**config.mk**
```make
export PLATFORM = sky130hd
export DESIGN_NAME = ext_stage
export DESIGN_NICKNAME = d
export VERILOG_FILES = /design/src/rtl/ext_stage.sv
export SDC_FILE = /design/constraint.sdc
export NUM_CORES = 1
export LEC_CHECK = 0
export ABC_AREA = 0
export ABC_CLOCK_PERIOD_IN_PS = 1800
export BUFFER_PORTS_ARGS = -buffer_cell sky130_fd_sc_hd__buf_2
export CAP_MARGIN = 20
export CORE_MARGIN = 3
export CORE_UTILIZATION = 30
export DETAILED_ROUTE_END_ITERATION = 12
export PLACE_DENSITY = 0.47
export SLEW_MARGIN = 30
export SYNTH_ARGS = -nofsm -noshare
export SYNTH_HDL_FRONTEND = slang
export SYNTH_SLANG_ARGS = --single-unit
```
**constraint.sdc**
```tcl
create_clock -name clk -period 1.8 [get_ports clk]
set_input_delay 0.09 -clock clk [delete_from_list [all_inputs] [get_ports clk]]
set_output_delay 0.09 -clock clk [all_outputs]
set_load 0.01 [all_outputs]
```
**src/rtl/ext_stage.sv**
```systemverilog
// ext_stage: registered immediate-extension stage between decode and execute.
//
// Widens an IMM_W-bit immediate to DATA_W bits in one of five modes (zero,
// sign, upper, branch offset, one-fill). Opcodes 5-7 produce zero data with
// out_err set. Producer and consumer are decoupled by a valid/ready handshake
// backed by a main register (drives the outputs) and one skid register, so the
// stage sustains one result per cycle and in_ready never depends
// combinationally on out_ready.
//
// Ports:
//   clk        rising-edge clock
//   reset      synchronous, active-high; clears all state
//   flush      synchronous discard of both buffered entries
//   in_valid   producer offers in_op/in_imm this cycle
//   in_ready   stage accepts input this cycle
//   in_op      extension mode (0 zero, 1 sign, 2 upper, 3 branch, 4 one, 5-7 illegal)
//   in_imm     raw immediate
//   out_valid  out_data/out_err hold a result
//   out_ready  consumer takes the result this cycle
//   out_data   extended value
//   out_err    result came from an illegal in_op
module ext_stage #(
    parameter int IMM_W  = 16,
    parameter int DATA_W = 32
) (
    input  logic              clk,
    input  logic              reset,
    input  logic              flush,
    input  logic              in_valid,
    output logic              in_ready,
    input  logic [2:0]        in_op,
    input  logic [IMM_W-1:0]  in_imm,
    output logic              out_valid,
    input  logic              out_ready,
    output logic [DATA_W-1:0] out_data,
    output logic              out_err
);

    localparam int EXT_W = DATA_W - IMM_W;

    typedef enum logic [1:0] {
        EMPTY = 2'd0,   // main invalid
        ONE   = 2'd1,   // main valid, skid invalid
        FULL  = 2'd2    // main and skid valid
    } state_t;

    state_t state_reg, state_next;

    logic [DATA_W-1:0] main_data_reg;
    logic              main_err_reg;
    logic [DATA_W-1:0] skid_data_reg;
    logic              skid_err_reg;

    // ------------------------------------------------------------------
    // Extension datapath (combinational at the input)
    // ------------------------------------------------------------------
    logic [EXT_W-1:0]  sign_fill;
    logic [DATA_W-1:0] sext;
    logic [DATA_W-1:0] ext_data;
    logic              ext_err;

    generate
        for (genvar gi = 0; gi < EXT_W; gi++) begin : g_sign_fill
            assign sign_fill[gi] = in_imm[IMM_W-1];
        end
    endgenerate

    assign sext = {sign_fill, in_imm};

    always_comb begin
        ext_data = '0;
        ext_err  = 1'b0;
        case (in_op)
            3'd0:    ext_data = {{EXT_W{1'b0}}, in_imm};
            3'd1:    ext_data = sext;
            3'd2:    ext_data = {in_imm, {EXT_W{1'b0}}};
            // Branch offset: word offset to byte offset, top two bits fall off.
            3'd3:    ext_data = {sext[DATA_W-3:0], 2'b00};
            3'd4:    ext_data = {{EXT_W{1'b1}}, in_imm};
            default: ext_err  = 1'b1;
        endcase
    end

    // ------------------------------------------------------------------
    // Handshake
    // ------------------------------------------------------------------
    logic xfer_in;
    logic xfer_out;

    // Only registered state and reset feed in_ready, keeping the ready path
    // from the consumer out of the producer's timing.
    assign in_ready  = (state_reg != FULL) & ~reset;
    assign out_valid = (state_reg != EMPTY);
    assign out_data  = main_data_reg;
    assign out_err   = main_err_reg;

    assign xfer_in  = in_valid & in_ready;
    assign xfer_out = out_valid & out_ready;

    // ------------------------------------------------------------------
    // Occupancy FSM: next state and register load enables
    // ------------------------------------------------------------------
    logic load_main_in;
    logic load_main_skid;
    logic load_skid;

    always_comb begin
        state_next     = state_reg;
        load_main_in   = 1'b0;
        load_main_skid = 1'b0;
        load_skid      = 1'b0;
        case (state_reg)
            EMPTY: begin
                if (xfer_in) begin
                    state_next   = ONE;
                    load_main_in = 1'b1;
                end
            end
            ONE: begin
                if (xfer_in && xfer_out) begin
                    load_main_in = 1'b1;
                end else if (xfer_in) begin
                    state_next = FULL;
                    load_skid  = 1'b1;
                end else if (xfer_out) begin
                    state_next = EMPTY;
                end
            end
            FULL: begin
                if (xfer_out) begin
                    state_next     = ONE;
                    load_main_skid = 1'b1;
                end
            end
            default: state_next = EMPTY;
        endcase
        // Flush drops both entries and whatever is offered this cycle.
        if (flush) begin
            state_next     = EMPTY;
            load_main_in   = 1'b0;
            load_main_skid = 1'b0;
            load_skid      = 1'b0;
        end
    end

    always_ff @(posedge clk) begin
        if (reset) begin
            state_reg     <= EMPTY;
            main_data_reg <= '0;
            main_err_reg  <= 1'b0;
            skid_data_reg <= '0;
            skid_err_reg  <= 1'b0;
        end else begin
            state_reg <= state_next;
            if (load_main_in) begin
                main_data_reg <= ext_data;
                main_err_reg  <= ext_err;
            end else if (load_main_skid) begin
                main_data_reg <= skid_data_reg;
                main_err_reg  <= skid_err_reg;
            end
            if (load_skid) begin
                skid_data_reg <= ext_data;
                skid_err_reg  <= ext_err;
            end
        end
    end

endmodule
```
# == Word level (Yosys, flattened, before mapping) ==
# Index checks and enable logic that the tools add are counted.
# word_totals
input_bits,24
ff_bits,68
word_cells,50
out_inout_bits,35
# classes
muxes,22
n_reduce_logical,8
n_eq_ne,11
bitwise_logic,4
# op_table
operator,count
32-bit case mux with 5 select lines,1
32-bit 2-to-1 mux,2
1-bit 2-to-1 mux,12
2-bit 2-to-1 mux,5
2-bit inequality test (second input constant),4
3-bit by 2-bit == test with 1-bit output (second input constant),2
2-bit case mux with 3 select lines,1
5-bit OR reduction,1
4-bit AND reduction,1
2-bit nonzero test,2
1-bit AND,3
3-bit by 1-bit == test with 1-bit output (second input constant),1
3-bit == test (second input constant),1
3-bit zero test,1
3-bit inequality test (second input constant),1
2-bit by 1-bit == test with 1-bit output (second input constant),1
2-bit == test (second input constant),1
2-bit zero test,1
1-bit case mux with 2 select lines,1
2-bit OR reduction,1
1-bit logical AND,1
1-bit NOT,1

# == Depth between registers and ports, before layout ==
# Gate-level depths: netlist (run 1).
# logic_depth
depth_word,8
ltp_mapped,6
ltp_nobuf,3

# == Least setup slack after synthesis (run 1) ==
# Ideal clock, no wire load.
# synth_timing
path_kind,register to register
from,register state_reg[1]
to,register main_data_reg[11] (netlist: out_data[11])
arrival_time_ns,1.420
required_time_ns,1.652
setup_ns,0.148
stages_incl_launch_ff,7
n_path_buf,3
setup_slack_ns,0.232
path_cell_list,dfxtp_1 buf_6 or4b_1 buf_6 nor2_8 buf_8 a221oi_1
# synth_between
elab_chain_cells,8
elab_cells_between_ends,18
classes_between,3 x eq/ne; 8 x mux; 3 x bitwise; 4 x reduce/logical
# synth_rtl
element,line,text
"start, declared",47,"state_t state_reg, state_next;"
"start signal, assigned",154,state_reg <= state_next;
2-bit inequality test,92,assign in_ready = (state_reg != FULL) & ~reset;
1-bit AND,92,
1-bit AND,97,assign xfer_in = in_valid & in_ready;
1-bit logical AND,120,if (xfer_in && xfer_out) begin
1-bit 2-to-1 mux,120,
1-bit case mux with 2 select lines,112,case (state_reg)
1-bit 2-to-1 mux,138,if (flush) begin
32-bit 2-to-1 mux / 2-bit nonzero test (equally long branches),-,
"end signal, assigned",156,main_data_reg <= ext_data;
"end signal, assigned",159,main_data_reg <= skid_data_reg;
"end, declared",49,logic [DATA_W-1:0] main_data_reg;
# Parallel ways exist; a longest one is shown, timed or not.
# A chain may end at the register's enable or synchronous reset.

# == Worst setup path after layout (run 1) ==
# layout_timing
from,register state_reg[1]
to,register main_data_reg[1] (netlist: out_data[1])
# Same word-level chain as after synthesis.

==> impl_metrics.py, run 1 <==
metrics = {
    "floorplanning": {
        "start_util_pct": 30.86,
        "placementRows": 37,
        "pin_count": 59,
        "dieArea_mm2": 0.01194,
        "die_x_um": 109.3,
        "core_area_mm2": 0.01037,
        "die_h_um": 109.3,
    },
    "power": {
        "clkPwrFrac_pct": 38.6,
        "leakagePower_uw": 0.001373,
        "p_switching_uw": 869.0,
        "pwr-share-seq_pct": 48.4,
        "p_sw_share_pct": 26.81,
        "power.internal_uw": 2372,
        "peakVddDrop_uv": 374.7,
        "p_per_area_mw_per_mm2": 844.1,
        "pwr-share-comb_pct": 13.0,
    },
    "placed_design": {
        "hpwl_um": 6714,
        "io_buffers": 58,
        "routabilityCongestion": 0.8440,
        "dp_cells": 502,
        "dpl_cell_area_mm2": 0.003650,
    },
    "global_routing": {
        "grt_start_max_net_pins": 35,
        "grt_pass1_vias": 2680,
        "grt_antenna_before_repair": 0,
        "grt_pass1_wl_um": 15540,
        "track_usage_pct": 16.83,
        "grt-ovfl-total": 0,
    },
    "route": {
        "vias_per_cell": 5.482,
        "wirelength_um": 9689,
        "wl_per_cell_um": 18.74,
        "detail-route-antenna-nets": 0,
        "drt-initial-drc-count": 275,
        "num_vias": 2834,
        "drc": 0,
        "dr.pass1.iters": 6,
    },
    "worst_setup_path": {
        "cp.arrival_ns": 1.87,
        "reg2reg_slack_ns": 0.18,
        "crit_start": "state_reg[1]$_SDFFE_PP0P_",
        "cp.required_ns": 2.05,
        "worstReg2RegEnd": "out_data[1]$_SDFFE_PP0P_",
        "r2r-start": "state_reg[1]$_SDFFE_PP0P_",
        "path_max_fanout": 34,
        "reg2reg_depth": 4,
        "worstSetupPathType": "reg2reg",
        "endpoint_kind": "flop",
        "setup.worst_path.end": "out_data[1]$_SDFFE_PP0P_",
        "start_kind": "flop",
    },
    "clocking": {
        "clock_latency_ns": 0.34,
        "cts_buffers": 9,
        "post_cts_buffers": 0,
        "clockBufferDepth": 2,
        "htreeDepth": 3,
        "cts_sinks": 68,
        "tritoncts": "built",
        "ctsRootBufferMaster": "clkbuf_8",
        "clk_pin_slew_worst_paths_ns": 0.08,
        "cts_hold_buffers": 0,
        "ctsResizeCount": 0,
    },
    "synth": {
        "yosys-top-cells-area": "dfxtp_1, a211oi_1, a22oi_1",
        "synth.distinct_cells": 41,
        "ys_ff_latch": 68,
        "yosys_warnings": 0,
        "synth_area_mm2": 0.003201,
        "synth_edf_count": 0,
        "synth_top_area_share_pct": 42.53,
        "ys_seq_area_share_pct": 42.53,
        "syn_area_per_cell_um2": 9.788,
        "synthArstFlopShare_pct": 0,
        "syn_nets": 351,
        "synth_area_leader_cell": "dfxtp_1",
        "ys.flop_type": "dfxtp_1",
        "syn_inst": 327,
    },
    "layout": {
        "final_cell_mix": "dfxtp_1, buf_2, a21oi_1",
        "area_delta_synth_final_pct": 19.98,
        "drive_gt1_share_pct": 29.13,
        "nFillCells": 1064,
        "nets": 401,
        "utilization_pct": 37.03,
        "layout.cells.non_filler": 517,
        "regArea_mm2": 0.001361,
        "multi_input_area_mm2": 0.001599,
        "final_common_cell": "dfxtp_1",
        "fin_area_mm2": 0.003840,
        "antenna_cells": 0,
    },
    "timing": {
        "min_period_ns": 1.620,
        "worst-slew-pin-transition_ns": 0.9107,
        "hold_ws_ns": 0.01723,
        "fin_setup_tns_ns": 0,
        "finalHoldViolations": 0,
        "final_max_slew_viol_count": 0,
        "slew_headroom_pct": 39.16,
        "setup_viol": 0,
        "clock-skew-final_ns": 0.01190,
        "rsz0062_at_grt": "false",
        "max_freq_mhz": 617.2,
        "fin_crit_sh_pct": 90.01,
    },
    "flow_run": {
        "cap_violations": 0,
    },
    "min_path": {
        "hold_class": "in2reg",
    },
    "outcome": {
        "status": "complete, no violations",
    },
}
[synthesized netlist by cell type, drive strengths merged, types with 2 or more instances]
cell	instances
a311oi	17
a211oi	33
and3b	2
nor2b	5
a22oi	29
nand2	23
nand4	2
a221oi	15
or2	2
o21a	2
a21oi	37
dfxtp	68
o22ai	15
mux2i	16
buf	28
nor2	5
o21ai	3
clkbuf	11
[worst min path at each step]
stage	from	endpoint	slack, ns	cells past startpoint
after CTS	flush	state_reg[1]$_SDFFE_PP0P_	0.01	2
after detailed placement	flush	state_reg[1]$_SDFFE_PP0P_	0.38	2
after global placement	flush	state_reg[1]$_SDFFE_PP0P_	0.39	2
after floorplan	out_ready	state_reg[1]$_SDFFE_PP0P_	0.17	1
final	flush	state_reg[1]$_SDFFE_PP0P_	0.02	2
after global routing	flush	state_reg[1]$_SDFFE_PP0P_	0.03	2
[metrics by stage]
| step | total power, µW | worst slack (ns) |
|---|---|---|
| 4_1_cts | 3272 | 0.1750 |
| 2_1_floorplan | 1852 | 0.2316 |
| 5_1_grt | 3372 | 0.09322 |
| 6_report | 3241 | 0.1799 |
| 3_5_place_dp | 2025 | 0.1160 |
| 3_3_place_gp | 2024 | 0.1956 |
[area by class of cell]
class	instances	area share [%]
Inverter	1	0.09775
Clock buffer	10	3.584
Timing Repair Buffer	78	13.42
Multi-Input combinational cell	219	41.64
Clock inverter	5	1.369
Sequential cell	68	35.45
Tap cell	136	4.431
[cells by family (layout without fill, tap and decap cells)]
| family | after synthesis | in the layout | synth area share, % |
|---|---|---|---|
| mux | 17 | 17 | 5.356 |
| compound gates | 152 | 152 | 34.28 |
| simple gates | 50 | 50 | 10.24 |
| buf+inv | 40 | 94 | 7.584 |
| flops | 68 | 68 | 42.53 |
[per-layer routing]
metal / wire length, µm / vias to the layer above / track usage, %
met5: 0 / - / 0
met3: 457 / 13 / 2.819
met2: 4306 / 88 / 23.86
met4: 146 / 0 / 5.877
li1: - / 1386 / -
met1: 4778 / 1347 / 25.51
[critical path, stage by stage, from the launching register on]
cell,delay [ns]
dfxtp_1,0.34
nor4b_4,0.33
buf_12,0.23
nand2_2,0.30
a311oi_1,0.30
[power groups by stage]
stage / registers, µW / clock network [µW] / logic (µW)
floorplan: 1620 / 0 / 233
global placement: 1600 / 0 / 420
detailed placement: 1600 / 0 / 421
CTS: 1570 / 1280 / 423
global route: 1570 / 1340 / 459
finish: 1570 / 1250 / 420
Power figures use the tool's default switching activity.
==> run 2: changes to the inputs <==
==> constraint.sdc (replaced) <==
create_clock -name clk -period 1.8 [get_ports clk]
set_input_delay 0.18 -clock clk [delete_from_list [all_inputs] [get_ports clk]]
set_output_delay 0.18 -clock clk [all_outputs]
set_load 0.01 [all_outputs]
==> run 2 against run 1 <==
Against the previous run: flip-flop and latch count unchanged; non-clock buffer count decreased by 2; first-iteration DRC count decreased by 8.4%; combinational power decreased by 1%; register-to-register slack got worse by 0.03 ns; clock power about the same; maximum frequency decreased by 1.7%; total power decreased by 0.83%; final area decreased by 1.1%; wire length increased by 5.4%; critical endpoint is now skid_data_reg[26]$_SDFFE_PP0P_.
==> impl_metrics.py, run 2 (same netlist as run 1, synthesis figures left out) <==
metrics = {
    "global_routing": {
        "grt_start_max_net_pins": 38,
        "track_usage_pct": 17.92,
        "grt_pass1_vias": 2909,
        "grt-ovfl-total": 0,
        "grt_pass1_wl_um": 16460,
        "grt_antenna_before_repair": 0,
    },
    "timing": {
        "slew_headroom_pct": 53.07,
        "fin_crit_sh_pct": 91.56,
        "hold_ws_ns": 0.09416,
        "max_freq_mhz": 606.7,
        "finalHoldViolations": 0,
        "setup_viol": 0,
        "rsz0062_at_grt": "false",
        "fin_setup_tns_ns": 0,
        "clock-skew-final_ns": 0.008730,
        "final_max_slew_viol_count": 0,
        "worst-slew-pin-transition_ns": 0.7040,
        "min_period_ns": 1.648,
    },
    "worst_setup_path": {
        "start_kind": "flop",
        "reg2reg_slack_ns": 0.15,
        "worstSetupPathType": "reg2reg",
        "reg2reg_depth": 5,
        "cp.arrival_ns": 1.85,
        "worstReg2RegEnd": "skid_data_reg[26]$_SDFFE_PP0P_",
        "crit_start": "state_reg[1]$_SDFFE_PP0P_",
        "path_max_fanout": 11,
        "cp.required_ns": 2.00,
        "endpoint_kind": "flop",
        "r2r-start": "state_reg[1]$_SDFFE_PP0P_",
    },
    "clocking": {
        "tritoncts": "built",
        "cts_buffers": 9,
        "cts_sinks": 68,
        "clockBufferDepth": 2,
        "htreeDepth": 3,
        "clk_pin_slew_worst_paths_ns": 0.08,
        "post_cts_buffers": 0,
        "ctsRootBufferMaster": "clkbuf_8",
        "clock_latency_ns": 0.34,
    },
    "route": {
        "drt-initial-drc-count": 252,
        "num_vias": 2933,
        "wl_per_cell_um": 19.80,
        "detail-route-antenna-nets": 0,
        "dr.pass1.iters": 5,
        "drc": 0,
        "wirelength_um": 10220,
        "vias_per_cell": 5.684,
    },
    "layout": {
        "nets": 399,
        "drive_gt1_share_pct": 28.95,
        "area_delta_synth_final_pct": 18.65,
        "nFillCells": 1089,
        "final_common_cell": "dfxtp_1",
        "antenna_cells": 0,
        "fin_area_mm2": 0.003797,
        "final_cell_mix": "dfxtp_1, buf_2, a21oi_1",
    },
    "power": {
        "p_sw_share_pct": 27.35,
        "pwr-share-seq_pct": 48.8,
        "pwr-share-comb_pct": 12.9,
        "p_switching_uw": 879.2,
        "power.total_uw": 3214,
        "p_per_area_mw_per_mm2": 846.5,
        "peakVddDrop_uv": 416.1,
        "leakagePower_uw": 0.001347,
        "clkPwrFrac_pct": 38.3,
        "power.internal_uw": 2335,
    },
    "outcome": {
        "status": "complete, no violations",
    },
    "min_path": {
        "holdPathEnd": "state_reg[1]$_SDFFE_PP0P_",
        "min-delay-start": "flush",
        "hold_class": "in2reg",
        "hold_depth": 2,
    },
    "floorplanning": {
        "start_util_pct": 30.86,
        "pin_count": 59,
        "placementRows": 37,
        "core_area_mm2": 0.01037,
        "dieArea_mm2": 0.01194,
        "die_h_um": 109.3,
        "die_x_um": 109.3,
    },
    "placed_design": {
        "io_buffers": 58,
        "dpl_cell_area_mm2": 0.003610,
        "hpwl_um": 6610,
        "routabilityCongestion": 0.8384,
    },
    "flow_run": {
        "cap_violations": 0,
    },
}
==> run 2: worst max-delay path by stage <==
stage | end | slack [ns] | cells past startpoint
after floorplan | out_data[11]$_SDFFE_PP0P_ | 0.23 | 6
after global placement | skid_data_reg[20]$_SDFFE_PP0P_ | 0.007 | 4
after detailed placement | skid_data_reg[20]$_SDFFE_PP0P_ | 0.06 | 4
after CTS | out_data[20]$_SDFFE_PP0P_ | 0.08 | 4
after global routing | skid_data_reg[26]$_SDFFE_PP0P_ | 0.10 | 5
final | skid_data_reg[26]$_SDFFE_PP0P_ | 0.15 | 5
==> run 2: layout make-up <==
type                            count  area (µm²)  area share (%)
Inverter                            1       3.754         0.09885
Multi-Input combinational cell    219        1603           42.21
Tap cell                          136       170.2           4.481
Timing Repair Buffer               76       475.5           12.52
Sequential cell                    68        1361           35.85
Clock buffer                       11       131.4           3.460
Clock inverter                      5       52.55           1.384
==> run 2: power by group through the flow <==
stage | Sequential [µW] | Combinational (µW) | Clock, µW
floorplan | 1620 | 233 | 0
global route | 1570 | 453 | 1340
CTS | 1570 | 414 | 1270
detailed placement | 1600 | 412 | 0
global placement | 1600 | 410 | 0
finish | 1570 | 414 | 1230
==> run 2: stage by stage <==
stage,worst slack [ns],std cells,util [%]
after global placement,0.007449,500,34.81
after detailed placement,0.05839,500,34.81
after floorplan,0.2316,327,-
final,0.1519,516,36.62
after global routing,0.1030,516,36.62
after CTS,0.08388,516,36.58
==> run 2: what timing repair did <==
item / CTS / global route
hold buffers: 0 / 0
gates resized for setup: 0 / 1
endpoints found under the setup margin: 0 / 1
==> run 2: routing by layer <==
| layer | wire length (µm) | vias up | track usage [%] |
|---|---|---|---|
| li1 | - | 1390 | - |
| met1 | 4963 | 1437 | 24.71 |
| met2 | 4575 | 93 | 27.41 |
| met3 | 541 | 13 | 4.639 |
| met4 | 137 | 0 | 5.699 |
| met5 | 0 | - | 0 |
==> run 2: critical path: stages, from the launching register on <==
cell      delay, ns
dfxtp_1        0.35
or4b_1         0.52
buf_4          0.21
nor2_8         0.11
buf_4          0.22
a211oi_1       0.10
